[src/rtl/sobel_frame_ctrl.sv]
// Frame scheduler for the Sobel datapath: sequences fill/run/flush of one frame,
// gates FIFO traffic and tracks the window-centre coordinates for border zeroing.
module sobel_frame_ctrl #(
    parameter int WIDTH  = 720,
    parameter int HEIGHT = 540,
    parameter int CW     = 10,
    parameter int RW     = 10,
    parameter int PW     = 19
) (
    input  logic          clock,
    input  logic          reset,
    input  logic          start,
    input  logic          in_empty,
    output logic          in_rd_en,
    input  logic          out_full,
    output logic          out_wr_en,
    output logic          px_advance,
    output logic          pad_sel,
    output logic [CW-1:0] cen_col,
    output logic [RW-1:0] cen_row,
    output logic          border,
    output logic          frame_start,
    output logic          frame_done,
    output logic          busy
);

    typedef enum logic [2:0] {IDLE, FILL, RUN, FLUSH, DONE} state_t;

    localparam logic [PW-1:0] FILL_LAST = PW'(WIDTH + 1);
    localparam logic [PW-1:0] RUN_LAST  = PW'(WIDTH * HEIGHT - 1);
    localparam logic [CW-1:0] COL_LAST  = CW'(WIDTH - 1);
    localparam logic [RW-1:0] ROW_LAST  = RW'(HEIGHT - 1);

    state_t        state, state_nx;
    logic [PW-1:0] p, p_nx;
    logic [CW-1:0] col_nx;
    logic [RW-1:0] row_nx;
    logic          active_nx;

    always_comb begin
        state_nx   = state;
        p_nx       = p;
        col_nx     = cen_col;
        row_nx     = cen_row;
        in_rd_en   = 1'b0;
        out_wr_en  = 1'b0;
        px_advance = 1'b0;
        case (state)
            IDLE: begin
                if (start) begin
                    state_nx = FILL;
                    p_nx     = '0;
                end
            end
            FILL: begin
                px_advance = !in_empty;
                in_rd_en   = !in_empty;
                if (!in_empty) begin
                    p_nx = p + 1'b1;
                    // A 2x2 frame has no RUN-phase writes at all.
                    if (p == FILL_LAST)
                        state_nx = (FILL_LAST == RUN_LAST) ? FLUSH : RUN;
                end
            end
            RUN: begin
                px_advance = !in_empty && !out_full;
                in_rd_en   = px_advance;
                out_wr_en  = px_advance;
                if (px_advance) begin
                    p_nx = p + 1'b1;
                    if (cen_col == COL_LAST) begin
                        col_nx = '0;
                        row_nx = cen_row + 1'b1;
                    end else begin
                        col_nx = cen_col + 1'b1;
                    end
                    if (p == RUN_LAST)
                        state_nx = FLUSH;
                end
            end
            FLUSH: begin
                px_advance = !out_full;
                out_wr_en  = !out_full;
                // Flush ends on writing the last centre, i.e. after WIDTH+2 writes.
                if (!out_full) begin
                    if (cen_col == COL_LAST && cen_row == ROW_LAST) begin
                        state_nx = DONE;
                    end else if (cen_col == COL_LAST) begin
                        col_nx = '0;
                        row_nx = cen_row + 1'b1;
                    end else begin
                        col_nx = cen_col + 1'b1;
                    end
                end
            end
            DONE:    state_nx = IDLE;
            default: state_nx = IDLE;
        endcase
    end

    assign active_nx = (state_nx == RUN) || (state_nx == FLUSH);

    always_ff @(posedge clock) begin
        if (!reset) begin
            state       <= IDLE;
            p           <= '0;
            cen_col     <= '0;
            cen_row     <= '0;
            border      <= 1'b0;
            pad_sel     <= 1'b0;
            frame_start <= 1'b0;
            frame_done  <= 1'b0;
            busy        <= 1'b0;
        end else begin
            state       <= state_nx;
            p           <= p_nx;
            cen_col     <= active_nx ? col_nx : '0;
            cen_row     <= active_nx ? row_nx : '0;
            border      <= active_nx && (col_nx == '0 || col_nx == COL_LAST ||
                                         row_nx == '0 || row_nx == ROW_LAST);
            pad_sel     <= (state_nx == FLUSH);
            frame_start <= (state == IDLE) && start;
            frame_done  <= (state_nx == DONE);
            busy        <= (state_nx != IDLE);
        end
    end

endmodule

[config.mk]
export PLATFORM = sky130hd
export DESIGN_NAME = sobel_frame_ctrl
export DESIGN_NICKNAME = d
export VERILOG_FILES = /design/src/rtl/sobel_frame_ctrl.sv
export SDC_FILE = /design/constraint.sdc
export NUM_CORES = 1
export LEC_CHECK = 0
export CORE_MARGIN = 8
export CORE_UTILIZATION = 40
export CTS_BUF_LIST = sky130_fd_sc_hd__clkbuf_4
export CTS_CLUSTER_DIAMETER = 50
export DETAILED_ROUTE_END_ITERATION = 8
export GPL_TIMING_DRIVEN = 0
export MAX_ROUTING_LAYER = met4
export PLACE_DENSITY = 0.61
export SLEW_MARGIN = 20
export SYNTH_ARGS = -nofsm -noshare
export SYNTH_HDL_FRONTEND = slang
export SYNTH_SLANG_ARGS = --single-unit
[constraint.sdc]
create_clock -name clock -period 2.4 [get_ports clock]
set_input_delay 0.48 -clock clock [delete_from_list [all_inputs] [get_ports clock]]
set_output_delay 0.48 -clock clock [all_outputs]
set_load 0.005 [all_outputs]
==> metrics.md, run 1 <==
| Metric | Value |
|---|---|
| Status | `finished, violations left` |
| Failing checks | `negative setup slack` |
| Area of the multi-input gates | `1770 um^2` |
| Storage cell area | `965 um^2` |
| Max-cap violations | `0` |
| Crit-path max FO | `9` |
| DRC | `0` |
| Minimum clock period | `2410 ps` |
| Critical R2R Capture | `border` |
| Setup Crit Path Kind | `flip-flop to flip-flop` |
| Hold worst-path end | `cen_col[1]` |
| Most common cell after layout, fill and taps aside | `nor2_1` |
| Mapped Nets | `323` |
| Nets | `377` |
| Drt wl/cell | `16.0 um` |
| Antenna Nets Post-Route | `0` |
| Startpoint class of the critical path | `flip-flop` |
| Final Hold Fails | `0` |
| Power per Cell Area | `391 nW/um^2` |
| Post-synth EDFFs | `0` |
| Clk Latency, worst-skew pair | `370 ps` |
| CP startpoint | `state[1]` |
| Root Buffer | `clkbuf_4` |
| Post-Syn Area | `2660 um^2` |
| Final worst slack | `-12.2 ps` |
| Placed Cells | `422` |
| Row count | `29` |
| Area leader, netlist | `dfxtp_1` |
| Peak VDD IR | `0.215 mV` |
| Cell count of the worst reg-to-reg path | `10` |
| Ranking of synthesized cells by area | `dfxtp_1, nor2_1, xor2_1` |
| CTS HTree Levels | `2` |
| Worst-margin pin slew | `531 ps` |
| Port Buffers | `31` |
| Final core occ | `0.536` |
| GRT overflow | `0` |
| DRT Pass-1 Iters | `4` |
| CP Cell Sequence | `or3b_4 -> a21o_4 -> clkinv_4 -> o31a_1 -> buf_4 -> o31ai_2 -> a32oi_2 -> nor4_2 -> a31oi_1 -> o22ai_2` |
| Ys flop type | `dfxtp_1` |
| Worst r2r src | `state[1]` |
| Diodes inserted | `0` |
| FF-to-FF setup slack | `-10 ps` |
| Cell Count, Final, Fillers Out | `446` |
| Power Total | `1.34 mW` |
| Crit path DAT | `2680 ps` |
| # fillers | `602` |
| Die width | `97.5 um` |
| Worst EP required | `2670 ps` |
| Register area share after synthesis | `0.354` |
| Vias per cell | `5.67` |
| CTS clock-pin slew for the worst setup and hold paths | `140 ps` |
| Static Leak | `1.21 nW` |
| Fmax | `415 MHz` |
| Buffer and inverter count on the worst path | `2` |
| Slew margin rel. | `0.646` |
| Crit path max-delay cell type | `dfxtp_2` |
| Initial antenna violation count | `0` |
| Total GRT Usage | `0.149` |
| Mapped Cells | `314` |
| Post-Route WL | `7140 um` |
| Fin crit share | `1.01` |
| Synth cell types | `66` |
| Yosys warning total | `0` |
| Worst stage delay on the critical path | `450 ps` |
| Pre-CTS setup slack | `-597 ps` |
| Vias in the first global route | `2335` |
| FF+latch count, synth | `47` |
| CP Capture Type | `flip-flop` |
| Setup TNS | `-12.2 ps` |
| Iteration-0 DRC Markers | `126` |
| Worst Hold Path Cells | `2` |
| Proportion of netlist area held by the largest area contributor | `0.354` |
| Die Y | `97.5 um` |
| GP Congestion | `0.845` |
| RSZ-0062 raised after global routing | `yes` |
| DIE AREA | `9500 um^2` |
| CTS tree | `built` |
| Most frequent cells in the layout | `nor2_1, dfxtp_1, clkdlybuf4s50_1` |
| Via count | `2527` |
| Delay-heaviest family, CP | `compound AO/OA/AOI/OAI gates` |
| Final max-slew violation count | `0` |
| TritonCTS Buffers | `5` |
| Pin count of the biggest net entering global routing | `15` |
| First-pass GRT wire length | `11700 um` |
| Clk buf depth | `2` |
| Core Area | `6390 um^2` |
| Clk sinks | `47` |
| Async SR Flop Fraction | `0` |
| DP Wirelength | `5060 um` |
| Area grow syn2layout | `29.0%` |
| Top-Level Pins | `33` |
| Clk_skew | `10.3 ps` |
| Worst Hold Launch | `cen_col[1]` |
| Share of layout cells above drive strength 1 | `0.203` |
| Initial core utilization | `0.416` |
| Final hold slack | `526 ps` |
| Avg Inst Size Synth | `8.46 um^2` |
| Worst Hold Class | `flip-flop to flip-flop` |
| Final setup viols | `1` |
| Final instance area | `3420 um^2` |
| DP Area | `3060 um^2` |
## sequential cells by signal, summed over array words and instances, names as in the netlist
| name | flops |
|---|---|
| frame_start | 1 |
| cen_row | 10 |
| busy | 1 |
| pad_sel | 1 |
| p | 19 |
| state | 3 |
| cen_col | 10 |
| frame_done | 1 |
| border | 1 |
## cells in the mapped netlist (5+ instances only)
master	number
nand2b_1	6
xnor2_1	6
nand3_1	19
clkbuf_1	6
a21oi_1	9
dfxtp_1	47
xor2_1	20
nand4_1	13
o21ai_0	7
nor2_1	54
and3_1	5
nor2b_1	7
nor3_1	10
inv_1	6
nand2_1	18
and4_1	5
## metal layers
layer / up-vias / global-route usage / share of wire
li1: 1254 / - / -
met1: 1210 / 0.183 / 0.47
met2: 52 / 0.231 / 0.47
met3: 11 / 0.0384 / 0.047
met4: 0 / 0.0466 / 0.013
met5: - / - / 0
## worst max path at each step
stage | to | cells past startpoint
floorplan | border | 9
global placement | border | 10
detailed placement | border | 10
CTS | border | 9
global route | border | 9
finish | border | 10
## repair_timing
item | 4_1_cts | 5_1_grt
setup buffers | 2 | 15
pin swaps | 1 | 13
gates resized for setup | 19 | 32
endpoints found under the setup margin | 30 | 23
hold buffers | 0 | 0
hold endpoints to repair | 0 | 0
## cells by family after synthesis
family,count (synthesis),synth area share
compound gates,48,0.132
simple gates,167,0.360
fa+ha+maj,4,0.0189
flops,47,0.354
xor+xnor,26,0.0858
mux,5,0.0193
buf+inv,17,0.0297
## worst register-to-register path, delay by kind of cell (launching register included)
| kind | cells | cell delay [ps] |
|---|---|---|
| buffers and inverters | 2 | 260 |
| AND/OR/NAND/NOR | 2 | 500 |
| AO/OA/AOI/OAI | 6 | 1110 |
| flip-flops | 1 | 450 |
## power breakdown
group	internal (mW)	switching (mW)	leakage, nW
logic	0.0306	0.0392	0.777
clock network	0.215	0.267	0.0426
registers	0.782	0.00540	0.386
total	1.03	0.311	1.21
## area by class of cell
cell class                 instances  area share
sequential                        47       0.282
timing repair buffer              48       0.128
inverter                           8      0.0102
clock inverter                     3      0.0113
clock buffer                       5      0.0110
multi-input combinational        250       0.516
tap                               77      0.0281
buffer                             8      0.0142
(Power assumes the default switching activity.)
==> inputs of run 2 (changes only) <==
--- a/config.mk
+++ b/config.mk
@@ -5,12 +5,13 @@
 export SDC_FILE = /design/constraint.sdc
 export NUM_CORES = 1
 export LEC_CHECK = 0
-export CORE_MARGIN = 8
+export CORE_MARGIN = 1
 export CORE_UTILIZATION = 40
 export CTS_BUF_LIST = sky130_fd_sc_hd__clkbuf_4
 export CTS_CLUSTER_DIAMETER = 50
 export DETAILED_ROUTE_END_ITERATION = 8
 export GPL_TIMING_DRIVEN = 0
+export HOLD_SLACK_MARGIN = 0.15
 export MAX_ROUTING_LAYER = met4
 export PLACE_DENSITY = 0.61
 export SLEW_MARGIN = 20
==> metrics.md, run 2 (synthesis gave the netlist of run 1 again) <==
| Metric | Value |
|---|---|
| Status | `finished, violations left` |
| Failing checks | `negative setup slack` |
| Crit path max-delay cell type | `dfxtp_4` |
| DP Wirelength | `4670 um (-7.8%)` |
| Final worst slack | `-25.9 ps (-13.7 ps)` |
| Startpoint class of the critical path | `flip-flop` |
| Nets | `376 (-0.27%)` |
| Internal power | `0.929 mW (-9.6%)` |
| Port Buffers | `31 (unchanged)` |
| Worst stage delay on the critical path | `430 ps (-20 ps)` |
| Core Area | `6390 um^2 (unchanged)` |
| Biggest register | `p` |
| Comb pwr share | `0.056 (+0.004)` |
| Share of layout cells above drive strength 1 | `0.189 (-0.0147)` |
| Iteration-0 DRC Markers | `166 (+32%)` |
| Net Sw Frac | `0.236 (+0.00352)` |
| Setup TNS | `-25.9 ps (-13.7 ps)` |
| Row count | `29 (unchanged)` |
| Number of flip-flops in the largest register | `19 (unchanged)` |
| Top-Level Pins | `33 (unchanged)` |
| Most frequent cells in the layout | `nor2_1, dfxtp_1, clkdlybuf4s50_1` |
| Initial core utilization | `0.416 (unchanged)` |
| Final Hold Fails | `0 (unchanged)` |
| CP Cell Sequence | `ha_4 -> and3_4 -> nand4_1 -> buf_4 -> nor2_4 -> nor2_1 -> o21ai_2 -> mux2i_1 -> a2bb2oi_2 -> o22ai_2` |
| Fmax | `412 MHz (-0.56%)` |
| Antenna Nets Post-Route | `0 (unchanged)` |
| Max-cap violations | `0 (unchanged)` |
| Crit-path max FO | `10 (+1)` |
| Worst r2r src | `cen_col[0]` |
| CTS clock-pin slew for the worst setup and hold paths | `120 ps (-20 ps)` |
| CP startpoint | `cen_col[0]` |
| DRT Pass-1 Iters | `5 (+1)` |
| Area grow syn2layout | `26.7%` |
| Final core occ | `0.527 (-0.00960)` |
| Vias per cell | `5.80 (+2.4%)` |
| Minimum clock period | `2430 ps (+13.7 ps)` |
| Delay-heaviest family, CP | `simple AND/OR/NAND/NOR gates` |
| Pin count of the biggest net entering global routing | `13 (-2)` |
| Most common cell after layout, fill and taps aside | `nor2_1` |
| Setup Crit Path Kind | `flip-flop to flip-flop` |
| First-pass GRT wire length | `11400 um (-1.9%)` |
| Diodes inserted | `0 (unchanged)` |
| DIE AREA | `6970 um^2 (-27%)` |
| P_sw | `0.287 mW (-7.8%)` |
| Die Y | `83.5 um (-14%)` |
| Final hold slack | `524 ps (-1.64 ps)` |
| CP Capture Type | `flip-flop` |
| CTS tree | `built` |
| Clk Latency, worst-skew pair | `370 ps (about the same)` |
| TritonCTS Buffers | `5 (unchanged)` |
| Final setup viols | `1 (unchanged)` |
| Largest registers | `p: 19 flops, cen_col: 10 flops, cen_row: 10 flops` |
| CTS HTree Levels | `2 (unchanged)` |
| Crit path DAT | `2690 ps (about the same)` |
| Static Leak | `1.15 nW (-4.3%)` |
| Clk_skew | `7.18 ps (-3.13 ps)` |
| Flop pwr share | `0.648 (+0.060)` |
| Buffer and inverter count on the worst path | `1 (-1)` |
| Final max-slew violation count | `0 (unchanged)` |
| Worst-margin pin slew | `572 ps (+41.6 ps)` |
| Initial antenna violation count | `0 (unchanged)` |
| Clk sinks | `47 (unchanged)` |
| Clock Power Share | `0.296 (-0.064)` |
| Pre-CTS setup slack | `-623 ps (-25.6 ps)` |
| Power per Cell Area | `362 nW/um^2 (-7.5%)` |
| Placed Cells | `422 (unchanged)` |
| Die width | `83.5 um (-14%)` |
| Drt wl/cell | `15.6 um (-2.8%)` |
| Via count | `2571 (+1.7%)` |
| RSZ-0062 raised after global routing | `yes` |
| Cell Count, Final, Fillers Out | `443 (-0.67%)` |
| Vias in the first global route | `2370 (+1.5%)` |
| GP Congestion | `0.868 (+2.7%)` |
| Worst Hold Class | `flip-flop to flip-flop` |
| Total GRT Usage | `0.206 (+0.0575)` |
| Root Buffer | `clkbuf_4` |
| Slew margin rel. | `0.618 (-0.0277)` |
| Worst Hold Launch | `cen_col[1]` |
| Clk buf depth | `2 (unchanged)` |
| Post-Route WL | `6890 um (-3.5%)` |
| Worst EP required | `2660 ps (about the same)` |
| DRC | `0 (unchanged)` |
| GRT overflow | `0 (unchanged)` |
| Peak VDD IR | `0.185 mV (-14%)` |
| Fin crit share | `1.01 (+0.00570)` |
run 2: layout make-up:
type / instances / area (um^2)
well taps: 77 / 96.3
plain buffers: 9 / 51.3
fillers: 591 / 3020
flip-flops and latches: 47 / 960
clock buffers: 6 / 45.0
multi-input cells: 250 / 1750
inverters: 8 / 42.5
repair buffers: 46 / 420
run 2: power by group through the flow:
stage               Combinational, mW  Clock [mW]  Sequential [mW]
detailed placement             0.0636           0            0.809
global placement               0.0630           0            0.809
CTS                            0.0642       0.377            0.789
global route                   0.0775       0.399            0.791
finish                         0.0683       0.360            0.788
floorplan                      0.0396           0            0.808
run 2: worst register-to-register path, cell delays in order, from the launching register on:
cell and delay, ps:
dfxtp_4 430, ha_4 170, and3_4 240, nand4_1 210, buf_4 220, nor2_4 170
nor2_1 80, o21ai_2 250, mux2i_1 280, a2bb2oi_2 200, o22ai_2 100
run 2: worst paths after layout:
check                                   to  slack, ps  cells past startpoint
worst max-delay path                border        -30                     10
worst min-delay path            cen_col[1]        520                      2
worst max register to register      border        -30                     10
worst min register to register  cen_col[1]        520                      2
run 2: routing by layer:
layer,share of wire,track usage,vias to the layer above
li1,-,-,1247
met1,0.48,0.269,1229
met2,0.47,0.317,79
met3,0.040,0.0406,16
met4,0.013,0.0786,0
met5,0,-,-
run 2: repair_timing:
item | 4_1_cts | 5_1_grt
gates resized for setup | 22 | 24
pin swaps | 2 | 9
hold buffers | 0 | 0
setup buffers | 5 | 10
setup endpoints to repair | 30 | 31
run 2: through the flow:
| step | power, mW | cell area [um^2] |
|---|---|---|
| 2_1_floorplan | 0.848 | 2660 |
| 3_3_place_gp | 0.872 | 3060 |
| 3_5_place_dp | 0.873 | 3060 |
| 4_1_cts | 1.23 | 3210 |
| 5_1_grt | 1.27 | 3360 |
| 6_report | 1.22 | 3360 |
==> edit: new RTL, settings of run 1 <==
Change the parameter `RW` from 10 to 9.
--- a/src/rtl/sobel_frame_ctrl.sv
+++ b/src/rtl/sobel_frame_ctrl.sv
@@ -4,7 +4,7 @@
     parameter int WIDTH  = 720,
     parameter int HEIGHT = 540,
     parameter int CW     = 10,
-    parameter int RW     = 10,
+    parameter int RW     = 9,
     parameter int PW     = 19
 ) (
     input  logic          clock,
Interface: changed (resized cen_row); port bits go from 33 to 32. No check against the original RTL was run, so the function may have changed too.
==> edit against run 1 <==
  * The run still ends with setup timing left
  * Global-route usage up 0.63 points
  * Total power shrank 1.1%
  * Synthesized area shrank 3.3%
  * Synthesized cell count increased by 0.64%
  * Utilization grew 0.55 points
  * Critical path type unchanged
  * Sequential cell count shrank 1
  * Via count up 0.83%
  * Highest routed layer unchanged
  * Cell count grew 1.8%
  * Wire length down 3.2%
  * Final area is 0.69% lower
  * Count of clock-buffer cells in the layout is 1 higher
  * Sequential power down 2%
  * Worst setup slack got worse by 310 ps
==> edit: results (changes against run 1) <==
| Metric | Value |
|---|---|
| Nets@finish | `385 (+2.1%)` |
| Wl on met1 | `3460 microns (+3.6%)` |
| Total global-route track usage | `15.5% (+0.63 points)` |
| Iter 0 DRT Violations | `136 (+7.9%)` |
| Share of post-route cells with drive strength above 1 | `19.1% (-1.2 points)` |
| PortBufs | `30 (-3.2%)` |
| Slew headroom | `57.7% (-6.9 points)` |
| Vias | `2548 (+0.83%)` |
| CTS Buf Count | `5 (unchanged)` |
| First drt pass iteration count | `6 (+2)` |
| Largest registers | `p (19), cen_col (10), cen_row (9)` |
| Count of final setup violators | `17 (+16)` |
| Fillers | `592 (-1.7%)` |
| First-pass GRT wire length | `11000 microns (-5.4%)` |
| Placed cell count | `423 (+0.24%)` |
| WP data arrival | `3020 ps (+340 ps)` |
| Failing checks | `setup timing` |
| Synth cell types | `52 (-21%)` |
| WL met2 | `3000 microns (-11%)` |
| Leak pwr | `1.15 nW (-4.4%)` |
| Max Clock Skew | `8.97 ps (-1.33 ps)` |
| Worst reg2reg startpoint | `cen_row[0]` |
| Final setup margin | `-325 ps (-313 ps)` |
| Vias in the first global route | `2244 (-3.9%)` |
| Worst reg-to-reg path cell count | `9 (-1)` |
| Commonest cells post-synth | `dfxtp_1, nor2_1, nand2_1, nand3_1, nor3_1` |
| Total Neg Setup Slack | `-2180 ps (-2170 ps)` |
| Post-DP Area | `2990 sq um (-2.2%)` |
| Crit path max fanout | `3 (-6)` |
| Worst IR Drop VDD | `0.243 mV (+13%)` |
| Post-Syn Nets | `325 (+0.62%)` |
| Ranking of synthesized cells by area | `dfxtp_1, nor2_1, xor2_1` |
| Outcome | `finished, violations left` |
| Post-detail-place hpwl | `4880 microns (-3.6%)` |
| Final Routed Wirelength | `6910 microns (-3.2%)` |
| Met3 wire len | `373 microns (+11%)` |
| Sequential area share after synthesis | `35.8% (+0.41 points)` |
| Final Wtd Congestion | `0.909 (+7.6%)` |
edit: changes by cell type after synthesis, moves of 4 or more:
cell / change
xor2_1: -5
or3_1: +6
inv_1: +4
mux2i_1: -4
a211oi_1: +4
nor3_1: +7
nor2_1: -15
nor4_1: +8
nand4_1: -6
edit: how the worst min path moves through the flow:
stage / slack (ps) / depth (start not counted) / endpoint / start
floorplan: 480 / 2 / p[6] / p[6]
global placement: 500 / 2 / cen_row[1] / cen_row[1]
detailed placement: 500 / 2 / cen_row[1] / cen_row[1]
CTS: 540 / 2 / p[6] / p[6]
global route: 580 / 2 / p[6] / p[6]
finish: 540 / 2 / p[6] / p[6]
edit: cell type report:
class                           count  area [sq um]  share of cell area, %
Tap cell                           77          96.3                   2.83
Inverter                           11          48.8                   1.43
Buffer                             11          81.3                   2.39
Timing Repair Buffer               54           482                   14.2
Clock buffer                        6          45.0                   1.32
Multi-Input combinational cell    247          1680                   49.3
Sequential cell                    46           935                   27.5
Clock inverter                      2          37.5                   1.10
edit: worst max-delay path, cell delays in order, from the launching register on:
cell and delay (ps):
dfxtp_4 380, ha_4 130, or4b_4 470, buf_4 160
nor4_2 410, a21oi_1 190, a21oi_1 170, a31oi_1 70
or4_4 540, o211ai_2 140
edit: kinds of logic (layout without fill, tap and decap cells):
kind of cell               Yosys count  after routing  synth area share, %
DFF                                 46             46                 35.8
and+or+nand+nor                    164            164                 34.7
buffers and inverters               23             84                 3.56
xor gates and xnor gates            24             24                 8.18
AOI/OAI and AO/OA                   55             55                 15.8
adders and majority gates            4              4                 1.95
edit: through the flow:
step           total power (W)  setup slack [ps]
2_1_floorplan         0.000827              -231
3_3_place_gp          0.000853              -947
3_5_place_dp          0.000853              -943
4_1_cts                0.00134              -366
5_1_grt                0.00138              -399
6_report               0.00132              -325
edit: repair_timing:
| item | in CTS | in global routing |
|---|---|---|
| endpoints found under the hold margin | 0 | 0 |
| endpoints found under the setup margin | 28 | 28 |
| pin swaps | 6 | 5 |
| buffers inserted | 13 | 11 |
| resized for setup | 30 | 12 |
edit: routing by layer:
layer  GRT usage [%]  vias to the layer above
li1                -                     1284
met1            21.5                     1197
met2            22.1                       59
met3            3.20                        8
met4            3.84                        0
met5               -                        -
edit: where the power goes:
| group | leakage [nW] | switching, W | internal (W) |
|---|---|---|---|
| sequential | 0.375 | 0.00000614 | 0.000766 |
| combinational | 0.737 | 0.0000360 | 0.0000276 |
| clock | 0.0419 | 0.000257 | 0.000231 |
